$ cat src/rtl/reg_dump_pkg.sv
// rtl/reg_dump_pkg.sv - shared constants and FSM state type for the register dump unit
package reg_dump_pkg;

  localparam int RDU_NUM_REGS = 32;
  localparam int RDU_DATA_W   = 32;

  typedef enum logic [1:0] {
    ST_IDLE   = 2'd0,
    ST_FETCH  = 2'd1,
    ST_SEND   = 2'd2,
    ST_FINISH = 2'd3
  } rdu_state_e;

endpackage

$ cat src/rtl/reg_dump_unit.sv
// rtl/reg_dump_unit.sv - walks a register file and streams every entry as a handshaked record
module reg_dump_unit
  import reg_dump_pkg::*;
#(
  parameter int NUM_REGS = RDU_NUM_REGS,
  parameter int DATA_W   = RDU_DATA_W
) (
  input  logic                        clk,
  input  logic                        reset,
  input  logic                        trigger,
  output logic [$clog2(NUM_REGS)-1:0] rf_addr,
  input  logic [DATA_W-1:0]           rf_data,
  output logic                        out_valid,
  input  logic                        out_ready,
  output logic [$clog2(NUM_REGS)-1:0] out_index,
  output logic [DATA_W-1:0]           out_data,
  output logic                        out_last,
  output logic                        busy,
  output logic                        dump_done
);

  localparam int                IDX_W    = $clog2(NUM_REGS);
  localparam logic [IDX_W-1:0]  LAST_IDX = IDX_W'(NUM_REGS - 1);

  rdu_state_e         state_q;
  logic [IDX_W-1:0]   idx_q;
  logic [DATA_W-1:0]  out_data_q;

  // Dump sequencer: index and state advance together so the record never outruns its address
  always_ff @(posedge clk or negedge reset) begin
    if (!reset) begin
      state_q    <= ST_IDLE;
      idx_q      <= '0;
      out_data_q <= '0;
    end else begin
      case (state_q)
        ST_IDLE: begin
          idx_q <= '0;
          if (trigger) begin
            state_q <= ST_FETCH;
          end
        end
        ST_FETCH: begin
          // Snapshot the entry here so later register-file changes cannot disturb a stalled record
          out_data_q <= rf_data;
          state_q    <= ST_SEND;
        end
        ST_SEND: begin
          if (out_ready) begin
            if (idx_q == LAST_IDX) begin
              state_q <= ST_FINISH;
            end else begin
              idx_q   <= idx_q + IDX_W'(1);
              state_q <= ST_FETCH;
            end
          end
        end
        ST_FINISH: begin
          idx_q   <= '0;
          state_q <= ST_IDLE;
        end
        default: begin
          state_q <= ST_IDLE;
          idx_q   <= '0;
        end
      endcase
    end
  end

  // Outputs are pure decodes of state and index, so none of them combinationally follows out_ready
  assign rf_addr   = idx_q;
  assign out_index = idx_q;
  assign out_data  = out_data_q;
  assign out_valid = (state_q == ST_SEND);
  assign out_last  = (state_q == ST_SEND) && (idx_q == LAST_IDX);
  assign busy      = (state_q != ST_IDLE);
  assign dump_done = (state_q == ST_FINISH);

endmodule
$ cat config.mk
export PLATFORM = sky130hd
export DESIGN_NAME = reg_dump_unit
export DESIGN_NICKNAME = d
export VERILOG_FILES = /design/src/rtl/reg_dump_pkg.sv /design/src/rtl/reg_dump_unit.sv
export SDC_FILE = /design/constraint.sdc
export NUM_CORES = 1
export LEC_CHECK = 0
export ABC_AREA = 1
export CAP_MARGIN = 40
export CELL_PAD_IN_SITES_DETAIL_PLACEMENT = 2
export CELL_PAD_IN_SITES_GLOBAL_PLACEMENT = 2
export CORE_MARGIN = 10
export CORE_UTILIZATION = 25
export DETAILED_ROUTE_END_ITERATION = 6
export PLACE_DENSITY = 0.83
export SETUP_SLACK_MARGIN = 0.05
export SYNTH_ARGS = -nofsm -noshare
export SYNTH_HDL_FRONTEND = slang
export SYNTH_SLANG_ARGS = --single-unit
$ cat constraint.sdc
create_clock -name clk -period 1.7 [get_ports clk]
set_input_delay 0.17 -clock clk [delete_from_list [all_inputs] [get_ports clk]]
set_output_delay 0.17 -clock clk [all_outputs]
set_load 0.01 [all_outputs]
# After elaboration in Yosys (flattened, before gate mapping)
# Index checks and enable logic that the tools add are counted.
# classes
addsub	1
eq_ne	7
mux	7
n_reduce_logical	7
# op_table
cell	n
$mux W5	2
$pmux W5 S2	1
$pmux W2 S4	1
$mux W2	3
$add A5 B1 Y5 const B	1
$eq A5 B5 Y1 const B	1
$eq A2 B2 Y1 const B	2
$ne A2 B2 Y1 const B	2
$reduce_bool A2 Y1	2
$reduce_and A3 Y1	1
$eq A2 B1 Y1 const B	1
$logic_not A2 Y1	1
$ne A2 B1 Y1 const B	1
$reduce_and A2 Y1	1
$reduce_or A2 Y1	1
$logic_and A1 B1 Y1	1
# totals
reg_bits	39
in_bits	36
out_inout_bits	46
word_cells	25

# Logic depth before layout (Yosys ltp)
# logic_depth
depth_word	4
ltp_mapped	8
ltp_nobuf	8

# Worst setup path before layout
# Ideal clock, no wire load.
# synth_path
kind	reg-to-reg
start	register idx_q[0], in the netlist out_index[0]
end	register idx_q[3], in the netlist out_index[3]
setup_ns	0.135
t_arrival_ns	1.299
required_ns	1.565
path_slack_ns	0.266
path_stages_with_launch	9
n_path_buf	0
period_less_slack_ns	1.434
path_cell_list	dfrtp_1 ha_1 nand2_1 nor2_1 ha_1 nand2_2 o211ai_4 nand2_1 o21ai_0
# synth_between
elab_chain_len	4
elab_cells_between_ends	7
cone_classes	add/sub: 1; eq/ne: 2; mux: 3; reduce/logical: 1
# synth_rtl
item	line_no	text
start, declared	reg_dump_unit.sv:26	logic [IDX_W-1:0] idx_q;
start signal, assigned	reg_dump_unit.sv:53	idx_q <= idx_q + IDX_W'(1);
$add A5 B1 Y5	reg_dump_unit.sv:53	
$mux W5	reg_dump_unit.sv:50	if (idx_q == LAST_IDX) begin
$mux W5	reg_dump_unit.sv:49	if (out_ready) begin
$pmux W5 S2	reg_dump_unit.sv:36	case (state_q)
# Parallel ways exist; a longest one is shown, timed or not. The select of a mux whose other input is x is not followed.
# A chain may end at the register's enable or synchronous reset.

# Worst setup path in the final report
# layout_path
start	register idx_q[0], in the netlist out_index[0]
end	output out_last
# layout_between
elab_chain_len	2
# layout_rtl
item	line_no	text
$eq A5 B5 Y1	reg_dump_unit.sv:75	assign out_last = (state_q == ST_SEND) && (idx_q == LAST_IDX);
$logic_and A1 B1 Y1	reg_dump_unit.sv:75	
end, declared	reg_dump_unit.sv:17	output logic out_last,
# Every way passes these cells.

==> reports/results.tsv <==
stage	metric	value	unit
status	outcome	complete, no violations	
route	via_per_inst	4.42	
yosys	synth_area_leader_cell	dfrtp_1	
place	place_area	2620	µm²
final_layout	n_fill_cell	695	
yosys	synth_edf_count	0	
worst_setup_path	path_class	reg2out	
timing	tightest_slew	357	ps
worst_setup_path	cp_max_fo	2	
final_layout	post-route-util	0.410	
floorplanning	die_area	10500	µm²
final_layout	antenna_cells	0	
power	peakVddDrop	0.606	mV
timing	slew_headroom	0.762	
final_layout	stdcell_area	2760	µm²
final_layout	drive_above_1_share	0.264	
clock_tree	clock_latency	280	ps
clock_tree	cts_tree	yes	
timing	period_needed	1590	ps
grt	first_global_vias	1508	
yosys	netlist_top_cells_count	39 x dfrtp_1, 28 x mux2_2, 13 x nand2_1	
power	swShare	0.337	
hold_path	holdCritPathClass	in2async	
job	maxCapViolations	0	
route	first_pass_iters	2	
worst_setup_path	crit_arrival	1420	ps
worst_setup_path	critPathLaunchType	flop	
yosys	synth_top_area_frac	0.572	
yosys	ys_seq_elements	39	
power	pwr-share-comb	0.540	
power	p_leak	1.18	nW
final_layout	fin_nets	262	
worst_setup_path	crit_path_cell_trace	ha_2, nand2_1, nor2_1, ha_1, nand2_2, inv_1, buf_2	
place	hpwlAfterDp	4360	µm
grt	grt_max_degree	33	
yosys	synth_area	1710	µm²
route	drc	0	
power	p_int	3.44	mW
clock_tree	clk_pin_slew_worst_paths	80	ps
grt	antenna_found_initial	0	
grt	gr-total-overflow	0	
grt	gr-usage-all-layers	0.0996	
worst_setup_path	required	1530	ps
worst_setup_path	crit_slowest_cell	dfrtp_1	
clock_tree	numCtsBuffers	5	
timing	hold_violations	0	
place	gp_congestion	0.722	
route	ant_nets	0	
power	p_sw	1.75	mW
yosys	ys.flop_type	dfrtp_1	
timing	rsz0062_at_grt	yes	
timing	setup_viol	0	
yosys	syn-num-nets	170	
final_layout	syn2layout_area_growth	61.5	%
timing	skew	5.34	ps
yosys	syn_avg_cell_area	13.4	µm²
floorplanning	start_util	0.254	
timing	tns	0	ps
floorplanning	rows	30	
yosys	synth.most_common_cell	dfrtp_1	
worst_setup_path	max_stage_delay	390	ps
yosys	synth_seq_area_share	0.572	
timing	finalCritPeriodShare	0.935	
clock_tree	cts.sinks	39	
clock_tree	cts_root_buf	clkbuf_8	
floorplanning	fp.dieH	103	µm
grt	grt_pass1_wl	8020	µm
power	p_clk_frac	0.149	
timing	hold_ws	324	ps
route	vias	1327	
route	drt_wl_total	5500	µm
yosys	async_flop_share	1.00	
yosys	synth_cell_types	17	
power	power_density	1880	nW/µm²
floorplanning	fp.coreArea	6720	µm²
route	drtIter0Drc	25	
worst_setup_path	cp-end-kind	primary output	
route	wire_per_inst	18.3	µm
floorplanning	chipWidth	103	µm
yosys	synth_warnings	0	
floorplanning	io_pins	82	
place	numPortBuffers	81	
clock_tree	htreeDepth	2	
timing	slew_violations	0	
timing	max_freq	629	MHz
yosys	synthCells	127	
yosys	synth.area.top_cells	dfrtp_1 57%, mux2_2 18%, ha_1 5.1%	
power	p_seq_frac	0.311	
clock_tree	cts_max_path_buffers	2	
## cell type report
cell class	count	area [µm²]	share of cell area
flip-flops and latches	39	976	0.354
multi-input cells	72	636	0.231
clock inverters	3	43.8	0.0159
inverters	8	30.0	0.0109
well taps	80	100	0.0363
clock buffers	5	68.8	0.0250
repair buffers	93	902	0.327
## timing repair
item | CTS | global route
setup endpoints to repair | 4 | 6
hold endpoints to repair | 12 | 0
hold buffers | 1 | 0
buffers inserted | 0 | 1
cloned | 0 | 1
pin swaps | 1 | 2
resized for setup | 8 | 1
## state kept, by name (all words and copies together) (netlist names)
signal     count
state_q        2
out_data      32
out_index      5
## worst max-delay path, delay by kind of cell (launching register included)
| kind | cells | cell delay, ps |
|---|---|---|
| buffers and inverters | 2 | 170 |
| DFF | 1 | 390 |
| and+or+nand+nor | 3 | 200 |
| adders and majority gates | 2 | 370 |
## cells in the final DEF (no fill, tap or decap)
cell type        count
buf_2                2
clkinv_2             1
clkdlybuf4s50_1     76
ha_1                 5
o21ai_1              1
or2_2                2
clkinv_4             1
nand2_2              1
clkbuf_8             5
nand3_1              3
dlygate4sd3_1        1
o211ai_4             1
dlygate4sd2_1        3
bufinv_16            1
mux2_1               4
buf_12               1
buf_4               10
nor2_1               2
dfrtp_1             39
nand4_1              1
mux2_2              28
o211ai_2             1
nand2_1             13
inv_1                8
o21ai_2              2
ha_2                 2
o21ai_0              6
## power by group through the flow
stage                     Sequential, mW  Combinational, mW  Clock [mW]
after floorplan                     1.84               1.18           0
after global placement              1.60               2.74           0
after detailed placement            1.65               2.83           0
after CTS                           1.63               2.82       0.812
after global routing                1.68               3.04       0.844
final                               1.61               2.80       0.772
## path summary, 6_finish.rpt
path	cells past startpoint	slack (ps)	to	from
min reg2reg	1	500	out_data[19]	out_data[19]
max reg2reg	9	160	out_index[1]	out_index[0]
max in group asynchronous	3	830	out_data[13]	reset
min	2	320	out_data[10]	reset
max	7	110	out_last	out_index[0]
min in group clk	2	490	out_data[16]	rf_data[16]
## layer usage
| layer | vias to the layer above | GRT usage | wire length [µm] |
|---|---|---|---|
| met3 | 2 | 0.0355 | 431 |
| met4 | 0 | 0.0293 | 23 |
| li1 | 605 | - | - |
| met5 | - | 0 | 0 |
| met2 | 47 | 0.184 | 2980 |
| met1 | 673 | 0.102 | 2070 |
## kinds of logic (layout without fill, tap and decap cells)
kind of cell	after synthesis	in the layout	synth area share
adder cells (fa/ha/maj)	7	7	0.0513
flip-flops	39	39	0.572
AO/OA/AOI/OAI	10	11	0.0433
multiplexers	32	32	0.211
buffers and inverters	17	109	0.0660
AND/OR/NAND/NOR	22	22	0.0565
## stage by stage
stage          total power, mW  setup slack (ps)  std cells
2_1_floorplan             3.03               266        127
3_3_place_gp              4.34              57.6        289
3_5_place_dp              4.47              24.8        289
4_1_cts                   5.26              70.1        298
5_1_grt                   5.57              3.70        300
6_report                  5.19               110        300
Power figures use the tool's default switching activity.
==> variant 1 (same settings) <==
The package constant `RDU_NUM_REGS` goes from 32 to 64.
--- a/src/rtl/reg_dump_pkg.sv
+++ b/src/rtl/reg_dump_pkg.sv
@@ -2,5 +2,5 @@
 package reg_dump_pkg;
 
-  localparam int RDU_NUM_REGS = 32;
+  localparam int RDU_NUM_REGS = 64;
   localparam int RDU_DATA_W   = 32;
 
Ports: changed (resized out_index and rf_addr); port bits go from 82 to 84. The function was not compared with the original's and may differ.
==> variant 1 against the original RTL <==
- non-clock buffer count grew 3
- synthesized cell count is 13% higher
- critical path depth shrank 5
- routed wire length is 2.0% lower
- critical endpoint is now rf_addr[2]
- final area up 5.7%
- sequential cell count rose by 1
- setup slack better by 0.063 ns
- total power is 2.1% higher
- synthesized area rose by 5.4%
==> variant 1: results (changes against the original RTL) <==
setup.worst_path.start: "out_index[2]"  # was out_index[0]
wire_per_inst_um: 16.2  # was 18.3 um
grt_use_total: 0.0985  # was 0.0996
grt_pass1_vias: 1574  # was 1508
slew-limit-headroom: 0.671  # was 0.762
leakage_nw: 1.26  # was 1.18 nW
htree_levels: 2  # unchanged
io_buffers: 83  # was 81
reg2reg_slack_ns: 0.19  # was 0.16 ns
layout-drive-gt1-share: 0.253  # was 0.264
slowest_stage: "clkdlybuf4s50_1"  # was dfrtp_1
cp_max_fo: 6  # was 2
peakVddDrop_v: 0.000577  # was 0.000606 V
finClkSkew_ns: 0.00422  # was 0.00534 ns
place_area_sq_mm: 0.00274  # was 0.00262 sq mm
syn2layout_area_growth_pct: 62.0  # was 61.5%
first_iter_violations: 24  # was 25
diodes: 0  # unchanged
synthesis.nets: 186  # was 170
netlist_top_cells_count: "40 x dfrtp_1, 24 x mux2_2, 16 x nand2_1, 11 x inv_1, 9 x buf_4"  # was 39 x dfrtp_1, 28 x mux2_2, 13 x nand2_1, 8 x inv_1, 7 x ha_1
n_fill_cell: 737  # was 695
slowest_delay_ns: 0.54  # was 0.39 ns
synth_cell_types: 21  # was 17
grt_first_pass_wirelength_mm: 8.85  # was 8.02 mm
drt_pass1_iterations: 4  # was 2
ys_seq_area_frac: 0.556  # was 0.572
crit_family: "buffers and inverters"  # was flip-flops
r2r-start: "state_q[1]"  # was out_index[0]
status: "finished, final reports clean"  # unchanged
routed-via-count: 1406  # was 1327
routabilityCongestion: 0.709  # was 0.722
yosys-top-cells-area: "dfrtp_1 56%, mux2_2 15%, mux2_1 5.0%"  # was dfrtp_1 57%, mux2_2 18%, ha_1 5.1%
variant 1: cell count changes in the layout (fill, tap and decap cells not counted), sizes merged, moves of 3 or more:
cell	unedited run	this run
clkbuf	5	8
inv	8	13
nand2	14	18
nand3	3	7
variant 1: timing repair:
action,CTS,global route
resized for setup,5,5
hold buffers,1,0
buffers inserted,3,1
endpoints found under the setup margin,3,4
cloned,0,0
hold endpoints to repair,19,0
variant 1: metal layers:
metal,routed length (um),vias up,part of all wire,global-route usage
met5,0,-,0,0
met4,0,0,0,0.0118
met3,339,0,0.063,0.0393
met2,2680,55,0.50,0.165
met1,2370,698,0.44,0.120
li1,-,653,-,-
variant 1: per-stage QoR:
stage	setup WS, ns	cells	hold slack [ns]
after detailed placement	0.00853	320	0.166
after global routing	0.0594	333	0.460
final	0.174	333	0.408
after floorplan	0.246	144	-0.126
after global placement	0.0763	320	0.163
after CTS	0.0409	332	0.418
variant 1: cell families after synthesis:
| group | share of synthesized area |
|---|---|
| simple gates | 0.0765 |
| buf+inv | 0.0779 |
| mux | 0.200 |
| flops | 0.556 |
| compound gates | 0.0473 |
| fa+ha+maj | 0.0417 |
variant 1: final cells by class:
class | instances | share of cell area
Clock buffer | 7 | 0.0331
Clock inverter | 1 | 0.0103
Inverter | 13 | 0.0167
Multi-Input combinational cell | 80 | 0.231
Sequential cell | 40 | 0.343
Tap cell | 96 | 0.0412
Timing Repair Buffer | 96 | 0.325
variant 1: how the worst max path moves through the flow:
stage | to | slack (ns) | cells after the start
6_report | rf_addr[2] | 0.17 | 2
5_1_grt | out_last | 0.06 | 6
4_1_cts | dump_done | 0.04 | 3
3_5_place_dp | out_last | 0.009 | 5
3_3_place_gp | out_last | 0.08 | 5
2_1_floorplan | out_index[2] | 0.25 | 9
variant 1: where the power goes:
group / switching (mW) / total (mW) / internal, mW / leakage (nW)
Sequential: 0.227 / 1.63 / 1.40 / 0.482
Combinational: 1.21 / 2.82 / 1.62 / 0.718
Clock: 0.320 / 0.838 / 0.518 / 0.0645
Total: 1.75 / 5.29 / 3.54 / 1.26
==> variant 2 (same settings) <==
Made on the original files. Re-encode `rdu_state_e` (4 states) as one-hot, 4 bits wide.
--- a/src/rtl/reg_dump_pkg.sv
+++ b/src/rtl/reg_dump_pkg.sv
@@ -5,9 +5,9 @@
   localparam int RDU_DATA_W   = 32;
 
-  typedef enum logic [1:0] {
-    ST_IDLE   = 2'd0,
-    ST_FETCH  = 2'd1,
-    ST_SEND   = 2'd2,
-    ST_FINISH = 2'd3
+  typedef enum logic [3:0] {
+    ST_IDLE   = 4'b0001,
+    ST_FETCH  = 4'b0010,
+    ST_SEND   = 4'b0100,
+    ST_FINISH = 4'b1000
   } rdu_state_e;
 
Behaviour: same outputs for any inputs over 10 cycles, from zero or initial values and one cycle with reset low; not proved beyond that.
==> variant 2 against the original RTL <==
- synthesized area grew 11%
- final area increased by 7.1%
- total power fell by 14%
- critical endpoint unchanged
- sequential cell count rose by 2
- hold slack gained 0.028 ns
- setup slack worse by 0.066 ns
- largest power group unchanged
- critical path type unchanged
- synthesized cell count increased by 66%
- routed wire length increased by 12%
==> variant 2: results (changes against the original RTL) <==
yosysWarnings: 0  # unchanged
clk_pin_slew_ns: 0.08  # about the same
dp_worst_setup_slack_ns: -0.0587  # was 0.0248 ns
arrival_ns: 1.49  # was 1.42 ns
synth_xor_area_frac: 0.00464  # was 0
clockBufferDepth: 2  # unchanged
grt_pass1_vias: 1978  # was 1508
place_area_sq_mm: 0.00281  # was 0.00262 sq mm
synth_compound_gate_area_share: 0.121  # was 0.0433
dp_cells: 390  # was 289
synth_ff_type: "dfrtp_1"  # unchanged
status: "finished, final reports clean"  # unchanged
syn_avg_cell_area_sq_um: 8.95  # was 13.4 sq um
drt_pass1_iterations: 4  # was 2
htree_levels: 2  # unchanged
dp_hpwl_mm: 4.86  # was 4.36 mm
layout-drive-gt1-share: 0.156  # was 0.264
largest_reg_flops: 32  # unchanged
numCtsBuffers: 5  # unchanged
whs_ns: 0.353  # was 0.324 ns
worstMarginPinSlew_ns: 0.443  # was 0.357 ns
antenna_found_initial: 0  # unchanged
synthesis.nets: 249  # was 170
r2r_cells: 9  # unchanged
synthMuxAreaShare: 0  # was 0.211
reg2reg_slack_ns: 0.05  # was 0.16 ns
synthArstFlopShare: 1.00  # unchanged
cp_max_fo: 2  # unchanged
cts_root_buf: "clkbuf_8"  # unchanged
final_cells: 401  # was 300
grt_first_pass_wirelength_mm: 10.0  # was 8.02 mm
wl_mm: 6.16  # was 5.50 mm
grt_start_max_net_pins: 46  # was 33
yosys-top-cells-area: "dfrtp_1 53%, nand2_1 9.7%, inv_1 8.3%"  # was dfrtp_1 57%, mux2_2 18%, ha_1 5.1%
io_buffers: 81  # unchanged
finClkSkew_ns: 0.00529  # was 0.00534 ns
leakage_nw: 1.44  # was 1.18 nW
routed-via-count: 1689  # was 1327
r2r_end: "out_index[2]"  # was out_index[1]
r2r-start: "out_index[1]"  # was out_index[0]
fmax_mhz: 604  # was 629 MHz
clk_latency_ns: 0.28  # about the same
diodes: 0  # unchanged
netlist_top_cells_count: "49 x nand2_1, 42 x inv_1, 40 x dfrtp_1, 24 x o21ai_1, 13 x nor2_1"  # was 39 x dfrtp_1, 28 x mux2_2, 13 x nand2_1, 8 x inv_1, 7 x ha_1
ys_seq_area_frac: 0.544  # was 0.572
grt_use_total: 0.109  # was 0.0996
p_sw_mw: 1.61  # was 1.75 mW
hold_class: "input port to asynchronous set/reset pin"  # unchanged
synth_cell_types: 19  # was 17
peakVddDrop_v: 0.000528  # was 0.000606 V
routabilityCongestion: 0.740  # was 0.722
first_iter_violations: 33  # was 25
layout.nets: 340  # was 262
synthAdderAreaFrac: 0.0133  # was 0.0513
variant 2: cell types whose count changed after synthesis, moves of 9 or more:
| cell | before | now |
|---|---|---|
| o21ai_2 | 2 | 11 |
| nand2_1 | 13 | 49 |
| nor2_1 | 2 | 13 |
| o21ai_1 | 1 | 24 |
| mux2_2 | 28 | 0 |
| inv_1 | 8 | 42 |
variant 2: layout make-up:
cell class | count | area [sq um]
tap | 99 | 124
fill | 860 | 4340
sequential | 41 | 1030
inverter | 42 | 158
multi-input combinational | 116 | 614
timing repair buffer | 96 | 943
clock buffer | 7 | 86.3
variant 2: power groups by stage:
stage          sequential, mW  clock [mW]  combinational, mW
2_1_floorplan            1.82           0              0.885
3_5_place_dp             1.66           0               2.25
3_3_place_gp             1.63           0               2.16
4_1_cts                  1.64       0.674               2.25
6_report                 1.64       0.644               2.18
5_1_grt                  1.70       0.718               2.44
variant 2: cells by family (layout without fill, tap and decap cells):
family                   Yosys count  after routing
AO/OA/AOI/OAI                     37             37
AND/OR/NAND/NOR                   76             76
flip-flops                        41             41
XOR/XNOR                           1              1
buffers and inverters             54            145
adder cells (fa/ha/maj)            2              2
variant 2: worst max-delay path, cell delays in order, from the launching register on:
cell	delay [ns]
dfrtp_1	0.39
ha_2	0.22
nand2_2	0.07
nor2_2	0.08
ha_2	0.19
nand3_2	0.09
inv_2	0.07
buf_6	0.09
variant 2: layer usage:
metal,track usage,routed length [um],up-vias,share of wire
li1,-,-,811,-
met1,0.105,2210,830,0.36
met5,0,0,-,0
met2,0.204,3360,46,0.55
met4,0.0232,28,0,0.0045
met3,0.0527,564,2,0.092
variant 2: worst max-delay path by stage:
stage | start | endpoint | cells after the start
4_1_cts | out_index[1] | out_last | 7
3_5_place_dp | out_index[1] | out_last | 7
5_1_grt | out_index[0] | out_last | 7
3_3_place_gp | out_index[0] | out_last | 7
6_report | out_index[1] | out_last | 7
2_1_floorplan | out_index[0] | out_index[3] | 8
variant 2: what timing repair did:
item                       in CTS  in global routing
setup endpoints to repair       9                  6
pin swaps                       0                  3
hold endpoints to repair       16                  0
buffers inserted                0                  3
cloned                          0                  0
gates resized for setup         8                  9
hold buffers                    1                  0
